===== config.mk =====
export PLATFORM = sky130hd
export DESIGN_NAME = mips_ctrl_seq
export DESIGN_NICKNAME = d
export VERILOG_FILES = /design/src/rtl/mips_ctrl_seq.sv
export SDC_FILE = /design/constraint.sdc
export NUM_CORES = 1
export LEC_CHECK = 0
export ABC_AREA = 1
export BUFFER_PORTS_ARGS = -buffer_cell sky130_fd_sc_hd__buf_2
export CELL_PAD_IN_SITES_DETAIL_PLACEMENT = 1
export CELL_PAD_IN_SITES_GLOBAL_PLACEMENT = 1
export CORE_MARGIN = 4
export CORE_UTILIZATION = 37
export CTS_CLUSTER_SIZE = 30
export DETAILED_ROUTE_END_ITERATION = 12
export HOLD_SLACK_MARGIN = 0.05
export PLACE_DENSITY_LB_ADDON = 0.05
export SLEW_MARGIN = 15
export SYNTH_ARGS = -nofsm -noshare
export SYNTH_HDL_FRONTEND = slang
export SYNTH_SLANG_ARGS = --single-unit

===== constraint.sdc =====
create_clock -name clk -period 1.7 [get_ports clk]
set_clock_uncertainty 0.15 [all_clocks]
set_input_delay 0.085 -clock clk [delete_from_list [all_inputs] [get_ports clk]]
set_output_delay 0.085 -clock clk [all_outputs]
set_load 0.01 [all_outputs]

===== src/rtl/mips_ctrl_seq.sv =====
`default_nettype none
// ============================================================================
//  Module   : mips_ctrl_seq
//  Purpose  : Sequential MIPS main controller. Decodes opcode, REGIMM rt and
//             function fields, sequences each instruction through FETCH and
//             EXEC, tracks a background multiply/divide busy count with
//             HI/LO hazard stalls, branch delay slots and halt-on-JR-to-zero.
//  Revision : 1.0  initial release
// ============================================================================
module mips_ctrl_seq #(
   parameter int MULT_LAT = 4,
   parameter int DIV_LAT  = 34,
   parameter int CNT_W    = 6
) (
   input  logic       clk,
   input  logic       reset,
   input  logic       clk_enable,
   input  logic       instr_valid,
   input  logic [5:0] insop,
   input  logic [4:0] branchfield,
   input  logic [5:0] func,
   input  logic       branch_taken,
   input  logic       jr_target_zero,
   output logic       regdst,
   output logic       jump,
   output logic       branch,
   output logic       memread,
   output logic       memwrite,
   output logic       memtoreg,
   output logic       regwrite,
   output logic       alusrc,
   output logic [1:0] aluop,
   output logic       link,
   output logic       hilo_write,
   output logic       muldiv_start,
   output logic       muldiv_busy,
   output logic       stall,
   output logic       pc_write,
   output logic       delay_slot,
   output logic       pc_sel_target,
   output logic       illegal,
   output logic       active
);

   localparam logic [CNT_W-1:0] c_mult_lat = CNT_W'(MULT_LAT);
   localparam logic [CNT_W-1:0] c_div_lat  = CNT_W'(DIV_LAT);

   typedef enum logic [1:0] {
      ST_FETCH  = 2'd0,
      ST_EXEC   = 2'd1,
      ST_HALTED = 2'd2
   } state_t;

   // Decoded control bundle; the is_* flags are internal sequencing hints.
   typedef struct packed {
      logic       regdst;
      logic       jump;
      logic       branch;
      logic       memread;
      logic       memwrite;
      logic       memtoreg;
      logic       regwrite;
      logic       alusrc;
      logic [1:0] aluop;
      logic       link;
      logic       hilo_write;
      logic       muldiv_start;
      logic       illegal;
      logic       is_mul;
      logic       is_div;
      logic       is_jr;
   } ctrl_t;

   state_t           r_state;
   state_t           w_next;
   ctrl_t            w_dec;
   ctrl_t            r_ctrl;
   logic             w_hazard;
   logic             w_busy;
   logic             w_advance;
   logic [CNT_W-1:0] r_busy_cnt;
   logic             r_slot_pending;
   logic             r_target_pending;
   logic             r_halt_pending;

   assign w_busy    = (r_busy_cnt != '0);
   assign w_advance = (r_state == ST_FETCH) && instr_valid && clk_enable
                      && !(w_hazard && w_busy);

   // Instruction decode: opcode, then REGIMM rt or SPECIAL func.
   always_comb begin
      w_dec    = '0;
      w_hazard = 1'b0;
      case (insop)
         6'b000000: begin
            case (func)
               6'b000000, 6'b000010, 6'b000011, 6'b000100, 6'b000110,
               6'b000111, 6'b100001, 6'b100011, 6'b100100, 6'b100101,
               6'b100110, 6'b101010, 6'b101011: begin
                  w_dec.regdst   = 1'b1;
                  w_dec.regwrite = 1'b1;
               end
               6'b001000: begin
                  w_dec.jump  = 1'b1;
                  w_dec.is_jr = 1'b1;
               end
               6'b001001: begin
                  w_dec.regdst   = 1'b1;
                  w_dec.jump     = 1'b1;
                  w_dec.regwrite = 1'b1;
                  w_dec.link     = 1'b1;
                  w_dec.is_jr    = 1'b1;
               end
               6'b010000, 6'b010010: begin
                  w_dec.regdst   = 1'b1;
                  w_dec.regwrite = 1'b1;
                  w_hazard       = 1'b1;
               end
               6'b010001, 6'b010011: begin
                  w_dec.hilo_write = 1'b1;
                  w_hazard         = 1'b1;
               end
               6'b011000, 6'b011001: begin
                  w_dec.hilo_write   = 1'b1;
                  w_dec.muldiv_start = 1'b1;
                  w_dec.is_mul       = 1'b1;
                  w_hazard           = 1'b1;
               end
               6'b011010, 6'b011011: begin
                  w_dec.hilo_write   = 1'b1;
                  w_dec.muldiv_start = 1'b1;
                  w_dec.is_div       = 1'b1;
                  w_hazard           = 1'b1;
               end
               default: w_dec.illegal = 1'b1;
            endcase
         end
         6'b000001: begin
            case (branchfield)
               5'b00000, 5'b00001: begin
                  w_dec.branch = 1'b1;
                  w_dec.alusrc = 1'b1;
                  w_dec.aluop  = 2'b01;
               end
               5'b10000, 5'b10001: begin
                  w_dec.branch   = 1'b1;
                  w_dec.alusrc   = 1'b1;
                  w_dec.aluop    = 2'b01;
                  w_dec.regwrite = 1'b1;
                  w_dec.link     = 1'b1;
               end
               default: w_dec.illegal = 1'b1;
            endcase
         end
         6'b000010: w_dec.jump = 1'b1;
         6'b000011: begin
            w_dec.jump     = 1'b1;
            w_dec.regwrite = 1'b1;
            w_dec.link     = 1'b1;
         end
         6'b000100, 6'b000101, 6'b000110, 6'b000111: begin
            w_dec.branch = 1'b1;
            w_dec.alusrc = 1'b1;
            w_dec.aluop  = 2'b01;
         end
         6'b001001, 6'b001100, 6'b001101, 6'b001110, 6'b001111: begin
            w_dec.regwrite = 1'b1;
            w_dec.alusrc   = 1'b1;
            w_dec.aluop    = 2'b11;
         end
         6'b001010, 6'b001011: begin
            w_dec.regwrite = 1'b1;
            w_dec.alusrc   = 1'b1;
            w_dec.aluop    = 2'b10;
         end
         6'b100000, 6'b100001, 6'b100010, 6'b100011, 6'b100100,
         6'b100101, 6'b100110: begin
            w_dec.memread  = 1'b1;
            w_dec.memtoreg = 1'b1;
            w_dec.regwrite = 1'b1;
            w_dec.alusrc   = 1'b1;
            w_dec.aluop    = 2'b11;
         end
         6'b101000, 6'b101001, 6'b101011: begin
            w_dec.memwrite = 1'b1;
            w_dec.alusrc   = 1'b1;
            w_dec.aluop    = 2'b11;
         end
         default: w_dec.illegal = 1'b1;
      endcase
   end

   // Next-state logic: one EXEC per instruction, halt after the delay slot.
   always_comb begin
      w_next = r_state;
      case (r_state)
         ST_FETCH:  if (w_advance) w_next = ST_EXEC;
         ST_EXEC:   w_next = r_halt_pending ? ST_HALTED : ST_FETCH;
         ST_HALTED: w_next = ST_HALTED;
         default:   w_next = ST_FETCH;
      endcase
   end

   // State register; a low clk_enable freezes the sequencer.
   always_ff @(posedge clk or posedge reset) begin
      if (reset) begin
         r_state <= ST_FETCH;
      end else if (clk_enable) begin
         r_state <= w_next;
      end
   end

   // Control latch, busy counter and delay-slot / halt bookkeeping.
   always_ff @(posedge clk or posedge reset) begin
      if (reset) begin
         r_ctrl           <= '0;
         r_busy_cnt       <= '0;
         r_slot_pending   <= 1'b0;
         r_target_pending <= 1'b0;
         r_halt_pending   <= 1'b0;
      end else if (clk_enable) begin
         if (w_advance) begin
            r_ctrl <= w_dec;
         end

         if (r_state == ST_EXEC && r_ctrl.is_mul) begin
            r_busy_cnt <= c_mult_lat;
         end else if (r_state == ST_EXEC && r_ctrl.is_div) begin
            r_busy_cnt <= c_div_lat;
         end else if (w_busy) begin
            r_busy_cnt <= r_busy_cnt - 1'b1;
         end

         if (r_state == ST_EXEC) begin
            // A branch or jump in a delay slot replaces the old pending pair.
            if (r_ctrl.branch) begin
               r_slot_pending   <= 1'b1;
               r_target_pending <= branch_taken;
            end else if (r_ctrl.jump) begin
               r_slot_pending   <= 1'b1;
               r_target_pending <= 1'b1;
            end else begin
               r_slot_pending   <= 1'b0;
               r_target_pending <= 1'b0;
            end
            if (r_ctrl.is_jr && jr_target_zero) begin
               r_halt_pending <= 1'b1;
            end
         end
      end
   end

   // Output decode from state and latched controls.
   always_comb begin
      regdst        = 1'b0;
      jump          = 1'b0;
      branch        = 1'b0;
      memread       = 1'b0;
      memwrite      = 1'b0;
      memtoreg      = 1'b0;
      regwrite      = 1'b0;
      alusrc        = 1'b0;
      aluop         = 2'b00;
      link          = 1'b0;
      hilo_write    = 1'b0;
      muldiv_start  = 1'b0;
      stall         = 1'b0;
      pc_write      = 1'b0;
      delay_slot    = 1'b0;
      pc_sel_target = 1'b0;
      illegal       = 1'b0;
      active        = !reset && (r_state != ST_HALTED);
      muldiv_busy   = w_busy && (r_state != ST_HALTED);
      case (r_state)
         ST_FETCH: stall = instr_valid && w_hazard && w_busy;
         ST_EXEC: begin
            regdst        = r_ctrl.regdst;
            jump          = r_ctrl.jump;
            branch        = r_ctrl.branch;
            memread       = r_ctrl.memread;
            memwrite      = r_ctrl.memwrite;
            memtoreg      = r_ctrl.memtoreg;
            regwrite      = r_ctrl.regwrite;
            alusrc        = r_ctrl.alusrc;
            aluop         = r_ctrl.aluop;
            link          = r_ctrl.link;
            hilo_write    = r_ctrl.hilo_write;
            muldiv_start  = r_ctrl.muldiv_start;
            illegal       = r_ctrl.illegal;
            pc_write      = 1'b1;
            delay_slot    = r_slot_pending;
            pc_sel_target = r_slot_pending && r_target_pending;
         end
         default: ;
      endcase
   end

endmodule
`default_nettype wire


; Yosys cells after proc, flatten, opt, wreduce, memory -nomap -nowiden
; Index checks and enable logic that the tools add are counted.
[totals]
register_bits = 27
inputBits = 23
out_inout_bits = 20
wordCells = 167
[op_classes]
add_sub_neg = 1
n_eq_ne = 53
muxes = 50
n_reduce_logical = 43
[op_table]
columns = op, count
row1 = equality test 6 bit (second input constant), 17
row2 = equality test 6 x 4 -> 1 bit (second input constant), 9
row3 = equality test 6 x 5 -> 1 bit (second input constant), 8
row4 = OR reduction 23 bit, 2
row5 = equality test 6 x 3 -> 1 bit (second input constant), 7
row6 = two-way mux 1 bit, 34
row7 = OR reduction 15 bit, 2
row8 = equality test 6 x 2 -> 1 bit (second input constant), 4
row9 = two-way mux 6 bit, 3
row10 = OR reduction 16 bit, 1
row11 = logical AND 1 bit, 12
row12 = zero test 6 bit, 2
row13 = case mux 3 bit (4 select lines), 1
row14 = OR reduction 2 bit, 6
row15 = OR reduction 4 bit, 3
row16 = equality test 5 bit (second input constant), 2
row17 = case mux 1 bit (3 select lines), 3
row18 = two-way mux 2 bit, 4
row19 = AND reduction 2 bit, 4
row20 = OR reduction 8 bit, 1
row21 = OR reduction 7 bit, 1
row22 = equality test 6 x 1 -> 1 bit (second input constant), 1
row23 = two-way mux 3 bit, 2
row24 = case mux 2 bit (3 select lines), 1
row25 = 14 further kinds, 17

; Logic depth before layout (Yosys ltp)
; Gate-level depths: netlist (run 1).
[logic_depth]
word_depth = 9
depth_mapped = 10
ltp_nobuf = 10

; Least setup slack after synthesis (run 1)
; Ideal clock, no wire load.
[synth_timing]
path_kind = register to register
from = register r_busy_cnt[0]
to = register r_ctrl[15] in the netlist's numbering
setup_ns = 0.130
arrival_ns = 1.240
t_required_ns = 1.420
setup_slack_ns = 0.181
path_stages_with_launch = 9
period_less_slack_ns = 1.519
path_cell_list = dfrtp_1 inv_1 ha_1 nand4_1 nand2_2 nand2_4 buf_6 nor2_1 a22oi_2
[synth_via]
elab_chain_len = 5
[synth_lines]
columns = item, line
row1 = "start, declared", 81  ; logic [CNT_W-1:0] r_busy_cnt;
row2 = "start signal, assigned", 227  ; r_busy_cnt <= c_mult_lat;
row3 = "start signal, assigned", 229  ; r_busy_cnt <= c_div_lat;
row4 = "start signal, assigned", 231  ; r_busy_cnt <= r_busy_cnt - 1'b1;
row5 = nonzero test 6 bit, 86  ; assign w_busy = (r_busy_cnt != '0);
row6 = logical AND 1 bit, 88  ; && !(w_hazard && w_busy);
row7 = zero test 1 bit, 88
row8 = logical AND 1 bit, 88
row9 = AND reduction 2 bit (no source line), -
row10 = "end signal, assigned", 223  ; r_ctrl <= w_dec;
row11 = "end, declared", 77  ; ctrl_t r_ctrl;
; Every way passes these cells.
; A chain may end at the register's enable or synchronous reset.

; Worst setup path in the final report (run 1)
[layout_timing]
from = register r_busy_cnt[1]
to = output port stall
[layout_via]
elab_chain_len = 3
[layout_lines]
columns = item, line
row1 = nonzero test 6 bit, 86
row2 = logical AND 1 bit, 275  ; ST_FETCH: stall = instr_valid && w_hazard && w_busy;
row3 = two-way mux 1 bit, 274  ; case (r_state)
row4 = "end, declared", 37  ; output logic stall,
; Every way passes these cells.

==> results of run 1 <==
worst max-delay path, cell delays in order (launching register included):
cell and delay (ps):
dfrtp_1 400, inv_2 90, ha_4 120, nand4_1 130
nand2_2 120, buf_4 110, nor2_2 30, buf_2 130
synth_stat cells (3+ instances only):
library cell  count  area (µm²)
nand2_1          50         188
nor2_1           48         180
inv_1            46         173
dfrtp_1          27         676
nand3_1          27         135
o21ai_0          17        85.1
o21ai_2           6        52.6
a21oi_1           5        25.0
nor3_1            4        20.0
inv_2             3        11.3
sequential cells by signal, indices dropped and copies added (netlist names):
signal / cells
r_halt_pending: 1
r_busy_cnt: 6
r_state: 2
r_ctrl: 16
r_target_pending: 1
r_slot_pending: 1
worst paths after layout:
path	cells past startpoint	to	slack, ps
min in group asynchronous	4	r_state[1]	280
worst min register to register	2	r_halt_pending	310
max in group asynchronous	4	r_ctrl[16]	850
worst max-delay path	7	stall	50
worst min-delay path	4	r_ctrl[11]	70
worst max register to register	10	r_busy_cnt[4]	70
final cells by class:
cell class	count	area, µm²	area share (%)
multi-input combinational	177	950	40.4
inverter	49	189	8.03
tap	52	65.1	2.77
clock inverter	1	5.00	0.213
clock buffer	3	41.3	1.76
sequential	27	676	28.7
timing repair buffer	63	427	18.1
through the flow:
| step | setup WS (ps) | util, % | total power [mW] |
|---|---|---|---|
| 3_5_place_dp | 18.8 | 46.8 | 1.90 |
| 2_1_floorplan | 181 | - | 1.57 |
| 6_report | 53.3 | 52.6 | 2.44 |
| 5_1_grt | -63.9 | 52.6 | 2.65 |
| 3_3_place_gp | 58.8 | 46.8 | 1.87 |
| 4_1_cts | 1.74 | 49.4 | 2.30 |
power by group:
group | total (mW) | switching, mW | internal [mW]
sequential | 0.960 | 0.107 | 0.852
clock | 0.381 | 0.216 | 0.165
combinational | 1.10 | 0.644 | 0.456
total | 2.44 | 0.967 | 1.47
cells by family after synthesis:
| logic type | after synthesis | share of synthesized area (%) |
|---|---|---|
| AND/OR/NAND/NOR | 139 | 34.8 |
| buffers and inverters | 53 | 12.4 |
| AO/OA/AOI/OAI | 36 | 12.9 |
| flip-flops | 27 | 38.5 |
| adder cells (fa/ha/maj) | 2 | 1.42 |
metal layers:
metal  wire length (µm)  track usage (%)
met2               2450             30.5
met4                 66             5.43
met1               2280             21.3
met5                  0                0
met3                142             2.34
timing repair:
action / in CTS / in global routing
hold buffers: 7 / 0
setup endpoints to repair: 1 / 27
pin swaps: 0 / 5
resized for setup: 1 / 36
buffers inserted: 0 / 5
hold endpoints to repair: 36 / 0
==> summary.txt, run 1 <==
Status
  – Status: finished, final reports clean

Worst hold path
  – HP Start: insop[4]
  – Tightest Hold Check Type: input port to flip-flop

Synth
  – Number of flip-flops and latches in the synthesized netlist: 27
  – Avg Inst Size Synth: 6.84 µm²
  – Sequential share of the synthesized area: slightly below 40%
  – Most used flip-flop cell after synthesis: dfrtp_1
  – Post-synthesis instance area: around 1800 µm²
  – Count of synthesis-stage warnings from yosys: 0
  – Cell count after synthesis: between 200 and 300
  – Number of enable flip-flop cells after synthesis: 0
  – Share of flip-flops with an asynchronous set or reset after synthesis: 100%
  – Net count of the mapped netlist: around 280
  – Unique masters post-synth: 26

Die
  – Number of rows created at floorplan: 24
  – Width of the chip: roughly 77 µm
  – Initial Utilization: around two fifths
  – Area of the core: 4470 µm²
  – Die span in y: just under 80 µm
  – Die area: a little under 6000 µm²
  – Number of top-level pins: 43

CTS
  – TritonCTS Buffers: 3
  – Clock latency on the worst-skew pair: 280 ps
  – Clock Path Buffers: 2
  – Clk sink count: 27
  – TritonCTS clock tree: done
  – Number of H-tree levels: 1
  – Clk pin slew, worst setup/hold paths: around 100 ps
  – Cell at the root of the clock tree: clkbuf_8

STA
  – Time the final worst path needs with I/O delays and setup: 1650 ps
  – Final critical-path share of the clock period: 96.9%
  – Setup repair after global routing missed its margin: yes
  – Smallest hold slack: 67.3 ps
  – Total Neg Setup Slack: 0 ps
  – Number of hold violations in the final report: 0
  – Tightest Pin Transition: roughly 400 ps
  – Headroom to the max-slew limit: between 70% and 80%
  – Max Clock Freq: between 0.6 and 0.7 GHz
  – Pins Over Slew Limit: 0
  – Final setup violating endpoints: 0

Pwr
  – Maximum ir drop on the vdd rail: 0.000483 V
  – Power density over the cells: just over 1000 nW/µm²
  – Pleak: roughly 1.3 nW

Setup path
  – Crit Path Category: flip-flop to output port
  – Max FO, Critical Path: 3
  – Data arrival time at the worst-slack endpoint: approximately 1400 ps
  – Start point of the critical path: r_busy_cnt[1]
  – Critical path data required time: 1460 ps
  – Reg-to-reg startpoint: r_busy_cnt[1]
  – Launching element type of the critical path: flip-flop
  – Worst Setup End Kind: output port

Cells and area
  – Layout cell share with drive strength beyond 1: 32.2%
  – Filler Cells Inserted: slightly below 600
  – P&R area growth vs syn: 33.9%
  – Antenna diode count: 0
  – Final cell count without fillers: 372
  – Commonest non-fill, non-tap cells in the layout: nand2_1, inv_1, nor2_1, buf_2, dfrtp_1
  – Final standard cell area without fillers: about 2400 µm²
  – Most common library cell in the layout ignoring fill and taps: nand2_1
  – Layout net count: approximately 350

Routing
  – Number of optimization iterations in the first detailed-route pass: 4
  – Total length of routed wires: 4930 µm
  – Ratio of routed vias to standard cells: ~4.8
  – Routed Antenna Nets: 0
  – Initial detailed-routing violation count: 32
  – DR vias: 1802
  – Detailed-route wire length per cell: between 10 and 15 µm
  – DRC violations left: 0

Global route
  – Global-route wire length before repair: around 8300 µm
  – Maximum number of pins on one net before global-route repair: 28
  – GR Util All Layers: around 17%
  – Via count of the first global-routing pass: about 1900
  – Remaining global-route overflow: 0
  – Initial antenna violation count: 0

Placement
  – Half-perimeter wire length after detailed placement: between 3000 and 4000 µm
  – Placer congestion estimate: approximately 0.83
  – Cell count after placement: 356
  – Number of buffers added on ports: 41
  – Placed inst area: approximately 2100 µm²

Flow run
  – Reported max-cap violation count: 0
(Power assumes the default switching activity.)
==> inputs of run 2 (changes only) <==
--- a/config.mk
+++ b/config.mk
@@ -9,7 +9,7 @@
 export BUFFER_PORTS_ARGS = -buffer_cell sky130_fd_sc_hd__buf_2
 export CELL_PAD_IN_SITES_DETAIL_PLACEMENT = 1
 export CELL_PAD_IN_SITES_GLOBAL_PLACEMENT = 1
-export CORE_MARGIN = 4
+export CORE_MARGIN = 10
 export CORE_UTILIZATION = 37
 export CTS_CLUSTER_SIZE = 30
 export DETAILED_ROUTE_END_ITERATION = 12
==> run 2 against run 1 <==
Via count fell by 1.1%. Wire length fell by 1.6%. Hold slack improved by 24 ps. Critical path depth did not move. Utilization fell by 4.6 points.
==> summary.txt, run 2 (synthesized netlist as in run 1, its figures left out) <==
Status
  – Status: finished, final reports clean (unchanged)

Setup path
  – Launching element type of the critical path: flip-flop (unchanged)
  – Critical path data required time: 1460 ps (about the same)
  – Cell type group with the largest total delay on the critical path: buffers and inverters (was flip-flops)
  – Worst Setup End Kind: output port (unchanged)
  – Data arrival time at the worst-slack endpoint: 1400 ps (was 1410 ps)
  – Max FO, Critical Path: 2 (was 3)
  – Reg-to-reg startpoint: r_busy_cnt[1] (unchanged)
  – Critical-path top delay cell: dfrtp_1 (unchanged)
  – Buffers plus inverters on the worst setup path: 4 (was 3)
  – Cell type with the highest occurrence count on the critical path: inv_1
  – Cells along the critical path: inv_1 > ha_1 > nand4_1 > buf_4 > nand2_1 > inv_1 > buf_2 (was inv_2 > ha_4 > nand4_1 > nand2_2 > buf_4 > nor2_2 > buf_2)
  – Start point of the critical path: r_busy_cnt[1] (unchanged)
  – Critical path's largest stage delay: 390 ps (was 400 ps)
  – Crit Path Category: flip-flop to output port (unchanged)

Cells and area
  – Sequential Area: 676 µm² (unchanged)
  – Largest registers ranked by flip-flop count: r_ctrl: 16 flops, r_busy_cnt: 6 flops, r_state: 2 flops (unchanged)
  – Number of flip-flops in the largest register: 16 (unchanged)
  – Most common library cell in the layout ignoring fill and taps: nand2_1 (unchanged)
  – Layout net count: 343 (was 346)
  – Commonest non-fill, non-tap cells in the layout: nand2_1, nor2_1, inv_1, buf_2, dfrtp_1 (was nand2_1, inv_1, nor2_1, buf_2, dfrtp_1)
  – Layout cell share with drive strength beyond 1: 25.6% (was 32.2%)
  – Utilization after layout: 48.0% (was 52.6%)
  – Area of the multi-input gates: 881 µm² (was 950 µm²)
  – Reg with most FFs: r_ctrl (unchanged)
  – Antenna diode count: 0 (unchanged)
  – P&R area growth vs syn: 27.3% (was 33.9%)
  – Final cell count without fillers: 371 (was 372)
  – Filler Cells Inserted: 636 (was 593)

CTS
  – Clock Path Buffers: 2 (unchanged)
  – Clk sink count: 27 (unchanged)
  – Clk pin slew, worst setup/hold paths: 90 ps (was 100 ps)
  – Cell at the root of the clock tree: clkbuf_8 (unchanged)
  – Number of H-tree levels: 1 (unchanged)
  – Clock latency on the worst-skew pair: 270 ps (was 280 ps)
  – TritonCTS clock tree: done (unchanged)
  – TritonCTS Buffers: 3 (unchanged)

Placement
  – Number of buffers added on ports: 41 (unchanged)
  – Placement-stage worst setup slack: 21.9 ps (was 18.8 ps)
  – Half-perimeter wire length after detailed placement: 3970 µm (was 3800 µm)
  – Cell count after placement: 357 (was 356)
  – Placer congestion estimate: 0.812 (was 0.831)

Global route
  – Via count of the first global-routing pass: 1817 (was 1880)
  – Initial antenna violation count: 0 (unchanged)
  – GR Util All Layers: 12.9% (was 17.2%)
  – Global-route wire length before repair: 8270 µm (was 8340 µm)
  – Remaining global-route overflow: 0 (unchanged)
  – Maximum number of pins on one net before global-route repair: 19 (was 28)

Die
  – Initial Utilization: 37.7% (was 39.3%)
  – Die area: 7900 µm² (was 5910 µm²)
  – Number of rows created at floorplan: 25 (was 24)
  – Die span in y: 88.9 µm (was 76.9 µm)
  – Number of top-level pins: 43 (unchanged)
  – Width of the chip: 88.9 µm (was 76.9 µm)
  – Area of the core: 4660 µm² (was 4470 µm²)

Pwr
  – Pleak: 1.23 nW (was 1.25 nW)
  – Clock power share: 16.0% (was 15.6%)
  – Share of power burned in combinational logic: 42.5% (was 45.1%)
  – Portion of total power attributed to sequential cells: 41.5% (was 39.3%)
  – Cell internal pwr: 1.42 mW (was 1.47 mW)
  – P_sw: 0.870 mW (was 0.967 mW)
  – Maximum ir drop on the vdd rail: 0.000382 V (was 0.000483 V)
  – Power density over the cells: 1020 nW/µm² (was 1040 nW/µm²)
  – Proportion of total power due to net switching: 38.0% (was 39.6%)

STA
  – Tightest Pin Transition: 365 ps (was 398 ps)
  – Final setup violating endpoints: 0 (unchanged)
  – Final critical-path share of the clock period: 96.4% (was 96.9%)
  – Total Neg Setup Slack: 0 ps (unchanged)
  – Setup repair after global routing missed its margin: yes (unchanged)
  – Max Clock Freq: 0.610 GHz (was 0.607 GHz)
  – Number of hold violations in the final report: 0 (unchanged)
  – Pins Over Slew Limit: 0 (unchanged)
  – Headroom to the max-slew limit: 75.5% (was 73.2%)
  – Minimum setup slack in the final design: 61.4 ps (was 53.3 ps)
  – Time the final worst path needs with I/O delays and setup: 1640 ps (was 1650 ps)
  – Smallest hold slack: 91.1 ps (was 67.3 ps)

Routing
  – DR vias: 1782 (was 1802)
  – Routed Antenna Nets: 0 (unchanged)
  – Total length of routed wires: 4860 µm (was 4930 µm)
  – DRC violations left: 0 (unchanged)
  – Initial detailed-routing violation count: 66 (was 32)
  – Ratio of routed vias to standard cells: 4.80 (was 4.84)
  – Detailed-route wire length per cell: 13.1 µm (was 13.3 µm)
  – Number of optimization iterations in the first detailed-route pass: 4 (unchanged)

Worst hold path
  – HP Start: insop[4] (unchanged)
  – Tightest Hold Check Type: input port to flip-flop (unchanged)

Flow run
  – Reported max-cap violation count: 0 (unchanged)
==> run 2: what timing repair did <==
action / CTS / global route
endpoints found under the hold margin: 34 / 0
hold buffers: 7 / 0
resized for setup: 0 / 9
buffers inserted: 0 / 3
setup endpoints to repair: 0 / 24
==> run 2: final cells by class <==
cell class                      instances  share of cell area (%)
Tap cell                               54                    3.02
Clock buffer                            4                    2.01
Multi-Input combinational cell        177                    39.4
Sequential cell                        27                    30.2
Timing Repair Buffer                   60                    16.9
Inverter                               49                    8.45
==> run 2: worst paths after layout <==
check                                  to  slack, ps  cells after the start
max                           muldiv_busy         60                      7
min                            r_ctrl[12]         90                      6
max reg2reg                 r_busy_cnt[5]         70                     10
min reg2reg                r_halt_pending        310                      2
max in group asynchronous      r_state[0]       1000                      4
min in group asynchronous  r_halt_pending        220                      4
==> run 2: per-layer routing <==
metal,global-route usage (%),wire length [µm],vias up,share of wire (%)
met3,2.19,188,4,3.9
met5,0,0,-,0
met4,3.52,58,0,1.2
met2,21.7,2260,30,47
met1,16.6,2350,824,48
li1,-,-,924,-
==> run 2: power groups by stage <==
stage	Sequential, mW	Combinational (mW)	Clock [mW]
3_3_place_gp	0.961	0.902	0
6_report	0.950	0.972	0.366
5_1_grt	0.974	1.13	0.402
2_1_floorplan	0.939	0.629	0
3_5_place_dp	0.970	0.922	0
4_1_cts	0.957	0.940	0.380
==> run 2: stage by stage <==
step / total power, mW / area (µm²)
6_report: 2.29 / 2240
5_1_grt: 2.51 / 2240
4_1_cts: 2.28 / 2190
3_5_place_dp: 1.89 / 2080
3_3_place_gp: 1.86 / 2080
2_1_floorplan: 1.57 / 1760
==> run 2: worst register-to-register path: stages (launching register included) <==
cell and delay (ps):
dfrtp_1 390, inv_1 80, ha_1 140, nand4_1 150, buf_4 170, inv_1 40, nand2_1 50, nand2_2 110
nor2_2 60, o21ai_0 70, o21ai_0 110
